## config.mk

```make
export PLATFORM = sky130hd
export DESIGN_NAME = asmd_mult_arbiter
export DESIGN_NICKNAME = d
export VERILOG_FILES = /design/src/rtl/asmd_mult_arbiter.sv
export SDC_FILE = /design/constraint.sdc
export NUM_CORES = 1
export LEC_CHECK = 0
export CAP_MARGIN = 20
export CORE_MARGIN = 1.5
export CORE_UTILIZATION = 36
export DETAILED_ROUTE_END_ITERATION = 7
export PLACE_DENSITY = 0.75
export SLEW_MARGIN = 20
export SYNTH_ARGS = -nofsm -noshare
export SYNTH_HDL_FRONTEND = slang
export SYNTH_SLANG_ARGS = --single-unit
```

## constraint.sdc

```tcl
create_clock -name clk -period 1.5 [get_ports clk]
set_input_delay 0.375 -clock clk [delete_from_list [all_inputs] [get_ports clk]]
set_output_delay 0.375 -clock clk [all_outputs]
set_load 0.01 [all_outputs]
```

## src/rtl/asmd_mult_arbiter.sv

```systemverilog
`default_nettype none
// ============================================================================
//  Module   : asmd_mult_arbiter
//  Purpose  : Round-robin arbiter that shares one handshake-driven (ASMD)
//             multiplier among four requesters. The winner's operands are
//             latched, one start pulse is issued, and the arbiter waits for
//             the multiplier's ready flag to fall and rise again. The product
//             is then captured and the winner receives a one-cycle done pulse.
//  Ports    :
//    clk          in   system clock, rising edge
//    reset        in   synchronous, active-high reset
//    req          in   [num_req]       level request per requester
//    req_word0    in   [num_req*W]     packed operand A, slice i = requester i
//    req_word1    in   [num_req*W]     packed operand B, slice i = requester i
//    grant        out  [num_req]       one-hot, high during the issue cycle
//    done         out  [num_req]       one-hot, one-cycle result-valid pulse
//    result       out  [2*W]           last captured product
//    busy         out                  high whenever not idle
//    mult_start   out                  start pulse to the multiplier
//    mult_word0/1 out  [W]             latched operands to the multiplier
//    mult_ready   in                   multiplier idle/complete flag
//    mult_product in   [2*W]           multiplier product
//  Revision : 1.0  initial release
// ============================================================================
module asmd_mult_arbiter #(
  parameter int word_length = 4,
  parameter int num_req     = 4
) (
  input  logic                           clk,
  input  logic                           reset,
  input  logic [num_req-1:0]             req,
  input  logic [num_req*word_length-1:0] req_word0,
  input  logic [num_req*word_length-1:0] req_word1,
  output logic [num_req-1:0]             grant,
  output logic [num_req-1:0]             done,
  output logic [2*word_length-1:0]       result,
  output logic                           busy,
  output logic                           mult_start,
  output logic [word_length-1:0]         mult_word0,
  output logic [word_length-1:0]         mult_word1,
  input  logic                           mult_ready,
  input  logic [2*word_length-1:0]       mult_product
);

  localparam int c_PTR_W = $clog2(num_req);
  localparam logic [num_req-1:0] c_ONE = {{(num_req-1){1'b0}}, 1'b1};

  typedef enum logic [2:0] {
    S_IDLE      = 3'd0,
    S_ISSUE     = 3'd1,
    S_WAIT_LOW  = 3'd2,
    S_WAIT_HIGH = 3'd3,
    S_DONE      = 3'd4
  } state_t;

  state_t             r_state;
  logic [c_PTR_W-1:0] r_ptr;
  logic [c_PTR_W-1:0] r_winner;
  logic [c_PTR_W-1:0] w_winner;
  logic [c_PTR_W-1:0] w_idx;

  // Round-robin pick: scan from r_ptr upwards with wrap-around. The loop runs
  // from the farthest offset down to offset 0 so the nearest requester to the
  // pointer is the last assignment and therefore wins.
  always_comb begin
    w_winner = r_ptr;
    w_idx    = '0;
    for (int k = num_req - 1; k >= 0; k--) begin
      w_idx = r_ptr + k[c_PTR_W-1:0];
      if (req[w_idx]) begin
        w_winner = w_idx;
      end
    end
  end

  always_ff @(posedge clk) begin
    if (reset) begin
      r_state    <= S_IDLE;
      r_ptr      <= '0;
      r_winner   <= '0;
      grant      <= '0;
      done       <= '0;
      result     <= '0;
      busy       <= 1'b0;
      mult_start <= 1'b0;
      mult_word0 <= '0;
      mult_word1 <= '0;
    end else begin
      case (r_state)
        S_IDLE: begin
          // Only start when the shared multiplier reports idle, otherwise the
          // start pulse could be lost.
          if ((|req) && mult_ready) begin
            r_winner   <= w_winner;
            mult_word0 <= req_word0[int'(w_winner)*word_length +: word_length];
            mult_word1 <= req_word1[int'(w_winner)*word_length +: word_length];
            grant      <= c_ONE << w_winner;
            mult_start <= 1'b1;
            busy       <= 1'b1;
            r_state    <= S_ISSUE;
          end
        end

        S_ISSUE: begin
          grant      <= '0;
          mult_start <= 1'b0;
          r_state    <= S_WAIT_LOW;
        end

        // Wait for the multiplier to acknowledge the start by dropping ready,
        // so a stale ready level is never mistaken for completion.
        S_WAIT_LOW: begin
          if (!mult_ready) begin
            r_state <= S_WAIT_HIGH;
          end
        end

        S_WAIT_HIGH: begin
          if (mult_ready) begin
            result  <= mult_product;
            done    <= c_ONE << r_winner;
            r_state <= S_DONE;
          end
        end

        S_DONE: begin
          done    <= '0;
          r_ptr   <= r_winner + 1'b1;
          busy    <= 1'b0;
          r_state <= S_IDLE;
        end

        default: begin
          grant      <= '0;
          done       <= '0;
          mult_start <= 1'b0;
          busy       <= 1'b0;
          r_state    <= S_IDLE;
        end
      endcase
    end
  end

endmodule
`default_nettype wire
```

==> results of run 1 <==
[power by group through the flow]
stage	Sequential, mW	Combinational [mW]	Clock [mW]
global route	0.949	0.519	0.780
detailed placement	0.965	0.467	0
floorplan	0.979	0.168	0
global placement	0.966	0.461	0
CTS	0.944	0.468	0.743
finish	0.944	0.478	0.729
[final cells by class]
cell class                 count  area (sq um)  area share (%)
timing repair buffer          97         892.1           33.92
clock buffer                   7         96.34           3.663
tap                           50         62.56           2.379
inverter                       3         11.26          0.4282
clock inverter                 1         5.005          0.1903
multi-input combinational    130         898.4           34.16
sequential                    33         664.4           25.26
[cells in the mapped netlist (all sizes together), types with 3 or more instances]
| cell type | count | share of area (%) |
|---|---|---|
| dfxtp | 33 | 43 |
| ha | 4 | 3.3 |
| o221ai | 8 | 5.0 |
| a21oi | 19 | 6.2 |
| nand2b | 3 | 1.2 |
| nor3 | 3 | 1.3 |
| nand3b | 4 | 2.0 |
| clkbuf | 5 | 1.2 |
| or3 | 3 | 1.2 |
| buf | 3 | 1.4 |
| inv | 3 | 0.73 |
| nor2 | 13 | 3.2 |
| or2 | 3 | 1.2 |
| mux2i | 20 | 13 |
| nor2b | 3 | 1.2 |
| nand2 | 35 | 8.7 |
[worst max-delay path: cells and delay by family, from the launching register on]
family | cells | cell delay (ps)
compound gates | 2 | 180
mux | 1 | 240
simple gates | 2 | 470
flops | 1 | 370
buf+inv | 1 | 230
[kinds of logic (layout without fill, tap and decap cells)]
logic type / count (synthesis) / in the layout / synth area share (%)
fa+ha+maj: 4 / 4 / 3.263
flops: 33 / 33 / 43.07
compound gates: 33 / 33 / 13.87
mux: 20 / 20 / 13.05
buf+inv: 11 / 108 / 3.344
simple gates: 73 / 73 / 23.41
[flip-flops by register name, indices dropped and copies added (netlist names)]
signal,flops
grant,4
result,8
r_winner,2
r_state,3
done,4
mult_word0,4
mult_start,1
mult_word1,4
r_ptr,2
busy,1
[timing repair]
action	in CTS	in global routing
setup buffers	2	1
pin swaps	15	7
cloned	1	0
setup endpoints to repair	43	12
endpoints found under the hold margin	0	0
gates resized for setup	50	11
[cell usage in the layout (no fill, tap or decap), drive strengths merged]
cell type      instances
a211oi                 1
a21oi                 19
a32oi                  1
buf                   27
clkbuf                 9
clkdlybuf4s50         41
clkinv                 1
dfxtp                 33
dlygate4sd2           27
ha                     4
inv                    3
mux2i                 20
nand2                 35
nand2b                 3
nand3                  2
nand3b                 4
nand4b                 1
nor2                  13
nor2b                  3
nor3                   3
nor3b                  1
nor4                   2
o21a                   1
o21ai                  2
o21bai                 1
o221ai                 8
or2                    3
or3                    3
[metal layers]
layer / vias up / part of all wire [%] / track usage, %
met2: 46 / 50 / 34.34
met4: 0 / 0.92 / 4.500
met3: 6 / 6.7 / 6.908
li1: 800 / - / -
met1: 717 / 43 / 21.08
met5: - / 0 / 0
[worst max path at each step]
stage	endpoint	cells past startpoint
2_1_floorplan	mult_word1[2]$_SDFFE_PP0P_	6
3_3_place_gp	mult_word0[1]$_SDFFE_PP0P_	8
3_5_place_dp	mult_word0[1]$_SDFFE_PP0P_	8
4_1_cts	mult_word1[1]$_SDFFE_PP0P_	6
5_1_grt	mult_word1[2]$_SDFFE_PP0P_	6
6_report	mult_word1[2]$_SDFFE_PP0P_	6
[metrics by stage]
step | setup slack, ps | power, mW | util, % | hold WS [ps]
final | -102.2 | 2.151 | 64.82 | 449.1
after global routing | -195.0 | 2.248 | 64.82 | 465.5
after CTS | -131.7 | 2.155 | 64.08 | 453.7
after detailed placement | -738.2 | 1.432 | 60.65 | 447.0
after global placement | -696.9 | 1.427 | 60.65 | 437.7
after floorplan | -118.8 | 1.146 | - | 469.2
==> impl_summary.md, run 1 <==
Setup path
The cell count of the worst reg-to-reg path is 6. The largest fanout on the critical path is 8. The slowest stage of the critical path belongs to the cell sky130_fd_sc_hd__dfxtp_4.

STA classifies the critical path startpoint as a flip-flop. The largest single stage delay on the critical path is 370 ps. The register-to-register setup slack is -100 ps. The critical path endpoint category is a flip-flop. The start-to-end type of the worst setup path is reg2reg. Data on the critical path is required at its endpoint by 1660 ps. The critical path startpoint is r_ptr[0]$_SDFFE_PP0N_. In this run the critical register-to-register path is captured at mult_word1[2]$_SDFFE_PP0P_. Traced cell by cell, the critical path runs through nand2b_4, a21oi_2, nor3_4, clkbuf_16, mux2i_1, o221ai_2.

Data arrives at the worst endpoint at 1760 ps. The startpoint of the most critical register-to-register path is r_ptr[0]$_SDFFE_PP0N_.

Power and ir drop
The clock network is responsible for 33.9% of the overall power. In this run the power spent charging and discharging nets is 0.5406 mW. The highest ir drop seen on vdd is 0.4976 mV. The design internal power is 1.611 mW. Of the total power, the share spent switching nets is 25.13%.

For this design the ratio of total power to cell area is 818.1 mW/mm^2. The combinational power share is 22.2%. Per report_power, the sequential group accounts for 43.9% of the total.

In this run the static leakage power is 1.160 nW.

Synthesis
The most used flip-flop cell after synthesis is sky130_fd_sc_hd__dfxtp_1. In this run the mean area of a mapped cell was 8.816 sq um. The count of yosys warnings during synthesis is 0. When the netlist entered floorplanning its net count stood at 225. The portion of the post-synthesis area used by sequential elements is 43.07%. Counting flops with a built-in enable in the synthesized netlist gives 0. Counting flops with an async set or reset pin after synthesis yields a share of 0%. In this run the cell area of the synthesized design comes to 0.001534 sq mm. The post-synthesis sequential element count is 33.

The post-synthesis cell type count is 31. The synthesized instance count is 174.

Placement
The number of placed cells counting well taps is 310. The number of port buffers is 72. The congestion estimate from routability-driven global placement came to 0.8005. Once placement finished, the instance area stood at 0.002461 sq mm.

Detailed placement finished with a half-perimeter wire length of 3124 um.

Final layout
0 antenna diodes ended up in the layout. The post-route cell area is 0.002630 sq mm. The ratio of cells with drive above 1 in the final layout is 20.30%. The area growth from synthesis to final layout is 71.45%. In the final design database the tool counted 321 nets. The non-filler instance count after layout is 321. The number of fill cells in the layout is 341.

Floorplanning
The height of the die is 68.28 um. The number of cell rows is 23. The total core area is 0.004058 sq mm. During I/O placement, the number of pins put on the boundary was 73. The die covers 0.004661 sq mm.

The floorplan step set the die width to 68.28 um. The initial core utilization is 37.80%.

Outcome
The run finished, with violations left. The checks that failed: setup timing.

Global route
The via count of the first global-routing pass is 1561. The total global routing overflow is 0. The global-route wire length before repair is 6734 um.

The number of antenna violations at the first check in global routing is 0. Entering global routing, the biggest net connects 16 pins. The all-layer global routing usage is 19.02%.

Job
The total of max-cap violations is 0.

Hold path
The beginning of the worst hold path is result[1]$_SDFFE_PP0P_. The worst hold path class is reg2reg. The cell depth of the worst min-delay path is 2. The end point of the worst hold path is result[1]$_SDFFE_PP0P_.

CTS
The tree is rooted in a sky130_fd_sc_hd__clkbuf_8. Buffers inserted to repair hold after CTS numbered 0. Clock-pin slew was measured on the worst setup and hold paths at 70 ps. The TritonCTS clock tree is built.

The number of clock buffers added by TritonCTS is 5. The clock passes through at most 2 buffers. The number of levels the H-tree was split into is 2. At the later pin of the worst-skew pair, clock insertion delay measures 280 ps. The clock net in this run drives a total of 33 sinks.

STA
The headroom to the max-slew limit is 77.97%. Setup violations remaining at the end of the flow were counted as 9. The worst setup margin is -102.2 ps. The number of hold violations in the final report is 0.

After layout, the minimum clock period comes to 1602 ps. The part of the cycle the worst path needs is 106.8%. The sum of negative setup slack is -644.8 ps.

Setup repair after global routing could not meet its margin everywhere. The clock skew after layout is 2.977 ps. The count of pins over their slew limit is 0. The slew at the pin with the worst max-slew slack is 329.4 ps. The top achievable clock speed is 624.2 MHz.

Route
In the final routed layout, each cell accounts on average for 13.21 um. The average vias per placed instance is 4.888. In the routed design, unresolved DRC markers number 0. The detailed router placed 1569 vias in this run.

The number of detailed-route iterations in the first pass is 4. In this run, the number of DRC markers left after iteration 0 of detailed routing was 57. The routed wire length is 4240 um. The post-detailed-route count of antenna-violating nets is 0.
Power figures use the tool's default switching activity.
==> inputs of run 2 (changes only) <==
Settings changed: REMOVE_ABC_BUFFERS set to 1, SKIP_LAST_GASP set to 1.
==> run 2 against run 1 <==
Compared with the run above: the run still ends with setup timing left; critical path depth unchanged; clock power decreased by 11%; global-route usage increased by 0.16 points; setup slack improved by 41 ps; hold slack about the same; register-to-register slack improved by 40 ps; count of clock-buffer cells in the layout decreased by 1; clock skew increased by 4.5 ps; power decreased by 2.2%; first-iteration DRC count increased by 21%; largest cell class unchanged; largest power group unchanged.
==> impl_summary.md, run 2 (synthesis gave the netlist of run 1 again) <==
STA
The clock skew after layout is 7.516 ps. Setup repair after global routing could not meet its margin everywhere. Timing would allow up to 640.5 MHz. Adding up every negative setup slack in the final design gives -306.2 ps. The number of hold violations in the final report was 0.

In the post-route analysis, the smallest setup slack over all paths is -61.17 ps. The number of setup violations in the final report is 8. The count of pins over their slew limit was 0. The part of the cycle the worst path needs is 104.1%. Headroom to the max-slew limit came out at 79.57%. For the finished layout, the period the worst path requires is 1561 ps. At the pin with the least slew margin, the transition time is 304.1 ps.

Global route
The first global-routing pass estimated 6713 um of wire. The number of antenna violations at the first check in global routing is 0. Entering global routing, the biggest net connects 15 pins. The via count of the first global-routing pass is 1480. Summed over all layers, the global routing overflow is 0. The all-layer global routing usage is 19.17%.

Placement
Routability-driven placement finished with a final weighted congestion of 0.7591. Detailed placement finished with a half-perimeter wire length of 3005 um. Input and output buffers added on the ports amount to 72. The total cell area at the placement stage is 0.002481 sq mm. The number of placed cells counting well taps is 311.

Floorplanning
For this design the top-level I/O count stands at 73. After floorplanning, the core was divided into 23 placement rows. The width of the die is 68.28 um. The area enclosed by the die boundary is 0.004661 sq mm. The initial core utilization is 37.80%. In this run the standard cell core region covers 0.004058 sq mm. The height of the die is 68.28 um.

Power and ir drop
Registers are responsible for 44.8% of the overall power. The power density over the cells is 783.4 mW/mm^2. The combinational power share is 24.3%. The leakage component of the power is 1.162 nW. IR analysis of the VDD net gives a maximum drop of 0.6075 mV.

The power dissipated by switching net loads is 0.5708 mW. Cell internal power was estimated by the tool at 1.534 mW. The clock network burns 31.0% of the power. The total design power is 2.105 mW. In this run switching power makes up 27.12% of total power.

Route
The number of detailed-route iterations in the first pass is 4. After detailed routing, the number of remaining DRC violations is 0. The post-detailed-route count of antenna-violating nets is 0. The routed wire length is 4183 um.

The average vias per placed instance is 4.900. For this block, the initial DRC count from the detailed router was 69. The vias after detailed routing is 1573. The final routed wire length divided by cell count is 13.03 um.

Setup path
Counting buffers and inverters, the worst setup path is 6 cells deep. The critical path goes through nand2b_4, a21oi_4, nor3_4, buf_6, mux2i_4, o221ai_2. The worst register-to-register path ends at mult_word0[2]$_SDFFE_PP0P_. The worst setup path is launched from a flip-flop.

STA puts the critical path data required time at 1660 ps. The critical path endpoint category is a flip-flop. The critical path startpoint is r_ptr[0]$_SDFFE_PP0N_. The slowest stage of the critical path is the sky130_fd_sc_hd__dfxtp_4 cell. The total buffers and inverters traversed by the critical path is 1. The worst setup path is of the reg2reg kind. For the worst setup path, the data arrival time is 1720 ps. The critical path ends at mult_word0[2]$_SDFFE_PP0P_. The number of cells on the worst reg-to-reg path is 6. Along the worst path, the maximum fanout reaches 8. The top cell family by delay on the critical path is simple AND/OR/NAND/NOR gates.

The startpoint of the most critical register-to-register path is r_ptr[0]$_SDFFE_PP0N_. For this run, the slowest stage of the critical path takes 370 ps. For flop-to-flop paths, the worst setup slack is -60 ps.

Outcome
The checks that failed: setup timing. The run finished, with violations left.

Final layout
The register with the most flip-flops in the layout has 8 of them. The total number of nets in the final design is 321. The top cell types in the final layout, fill and taps aside, are 41 x sky130_fd_sc_hd__clkdlybuf4s50_1, 34 x sky130_fd_sc_hd__nand2_1, 31 x sky130_fd_sc_hd__dfxtp_1, 27 x sky130_fd_sc_hd__dlygate4sd2_1, 21 x sky130_fd_sc_hd__buf_4. The ratio of cells with drive above 1 in the final layout is 24.72%. Cells fill 66.20% of the core in the end. Compared with the post-synthesis result, the final layout area differs by 75.12%. The finished layout holds 321 standard cells, fillers aside.

The count of antenna diodes in the layout is 0. The library cell used most frequently in the layout, excluding fill and tap cells, is sky130_fd_sc_hd__clkdlybuf4s50_1. The register ranked first by flip-flop count is result. The finished cells cover 0.002686 sq mm.

CTS
The post-CTS clock slew at the launch and capture registers of the worst setup and hold paths is 70 ps. The deepest clock path buffer count is 2. The CTS buffer count is 5. CTS saw 33 sinks. The cell at the root of the clock tree is sky130_fd_sc_hd__clkbuf_8.

The TritonCTS clock tree is built. The H-tree generated during clock tree synthesis spans 2 levels. The insertion delay of the later-clocked pin in the worst-skew pair is 290 ps.

Job
Across the run, the number of max-cap violations was 0.

Hold path
The path class of the tightest hold or removal check is reg2reg.
run 2: worst min path at each step:
stage / slack (ps) / start / to / depth (start not counted)
finish: 450 / result[4]$_SDFFE_PP0P_ / result[4]$_SDFFE_PP0P_ / 2
global route: 470 / grant[2]$_SDFFE_PP0P_ / grant[2]$_SDFFE_PP0P_ / 2
CTS: 450 / result[4]$_SDFFE_PP0P_ / result[4]$_SDFFE_PP0P_ / 2
detailed placement: 440 / grant[0]$_SDFFE_PP0P_ / grant[0]$_SDFFE_PP0P_ / 2
global placement: 440 / grant[0]$_SDFFE_PP0P_ / grant[0]$_SDFFE_PP0P_ / 2
floorplan: 440 / reset / busy$_SDFFE_PP0P_ / 1
run 2: area by class of cell:
cell class	instances	area, sq um
fillers	348	1371
multi-input cells	130	972.2
repair buffers	97	892.1
flip-flops and latches	33	665.6
clock buffers	6	72.57
well taps	50	62.56
inverters	3	11.26
clock inverters	2	10.01
run 2: repair_timing:
item,4_1_cts,5_1_grt
resized for setup,61,11
pin swaps,10,6
setup buffers,1,1
endpoints found under the setup margin,43,11
hold buffers,0,0
run 2: power by group through the flow:
| stage | Sequential (mW) | Clock, mW | Combinational (mW) |
|---|---|---|---|
| 2_1_floorplan | 0.979 | 0 | 0.154 |
| 3_3_place_gp | 0.964 | 0 | 0.469 |
| 3_5_place_dp | 0.964 | 0 | 0.476 |
| 4_1_cts | 0.942 | 0.660 | 0.484 |
| 5_1_grt | 0.946 | 0.705 | 0.555 |
| 6_report | 0.942 | 0.652 | 0.511 |
run 2: routing by layer:
layer / wire, um / GRT usage [%] / up-vias
li1: - / - / 803
met1: 1882 / 23.67 / 725
met4: 51 / 6.000 / 0
met5: 0 / 0 / -
met2: 2002 / 32.04 / 40
met3: 246 / 5.592 / 5
run 2: tightest hold or removal path: stages, from the launching register on:
cell	delay (ps)
sky130_fd_sc_hd__dfxtp_1	310
sky130_fd_sc_hd__nand2_1	50
sky130_fd_sc_hd__a21oi_1	50
run 2: metrics by stage:
| step | hold WS (ps) | setup slack [ps] |
|---|---|---|
| after global placement | 438.3 | -695.7 |
| after detailed placement | 441.9 | -751.7 |
| after global routing | 468.6 | -114.4 |
| final | 449.0 | -61.17 |
| after CTS | 452.8 | -51.92 |
| after floorplan | 444.1 | -783.8 |
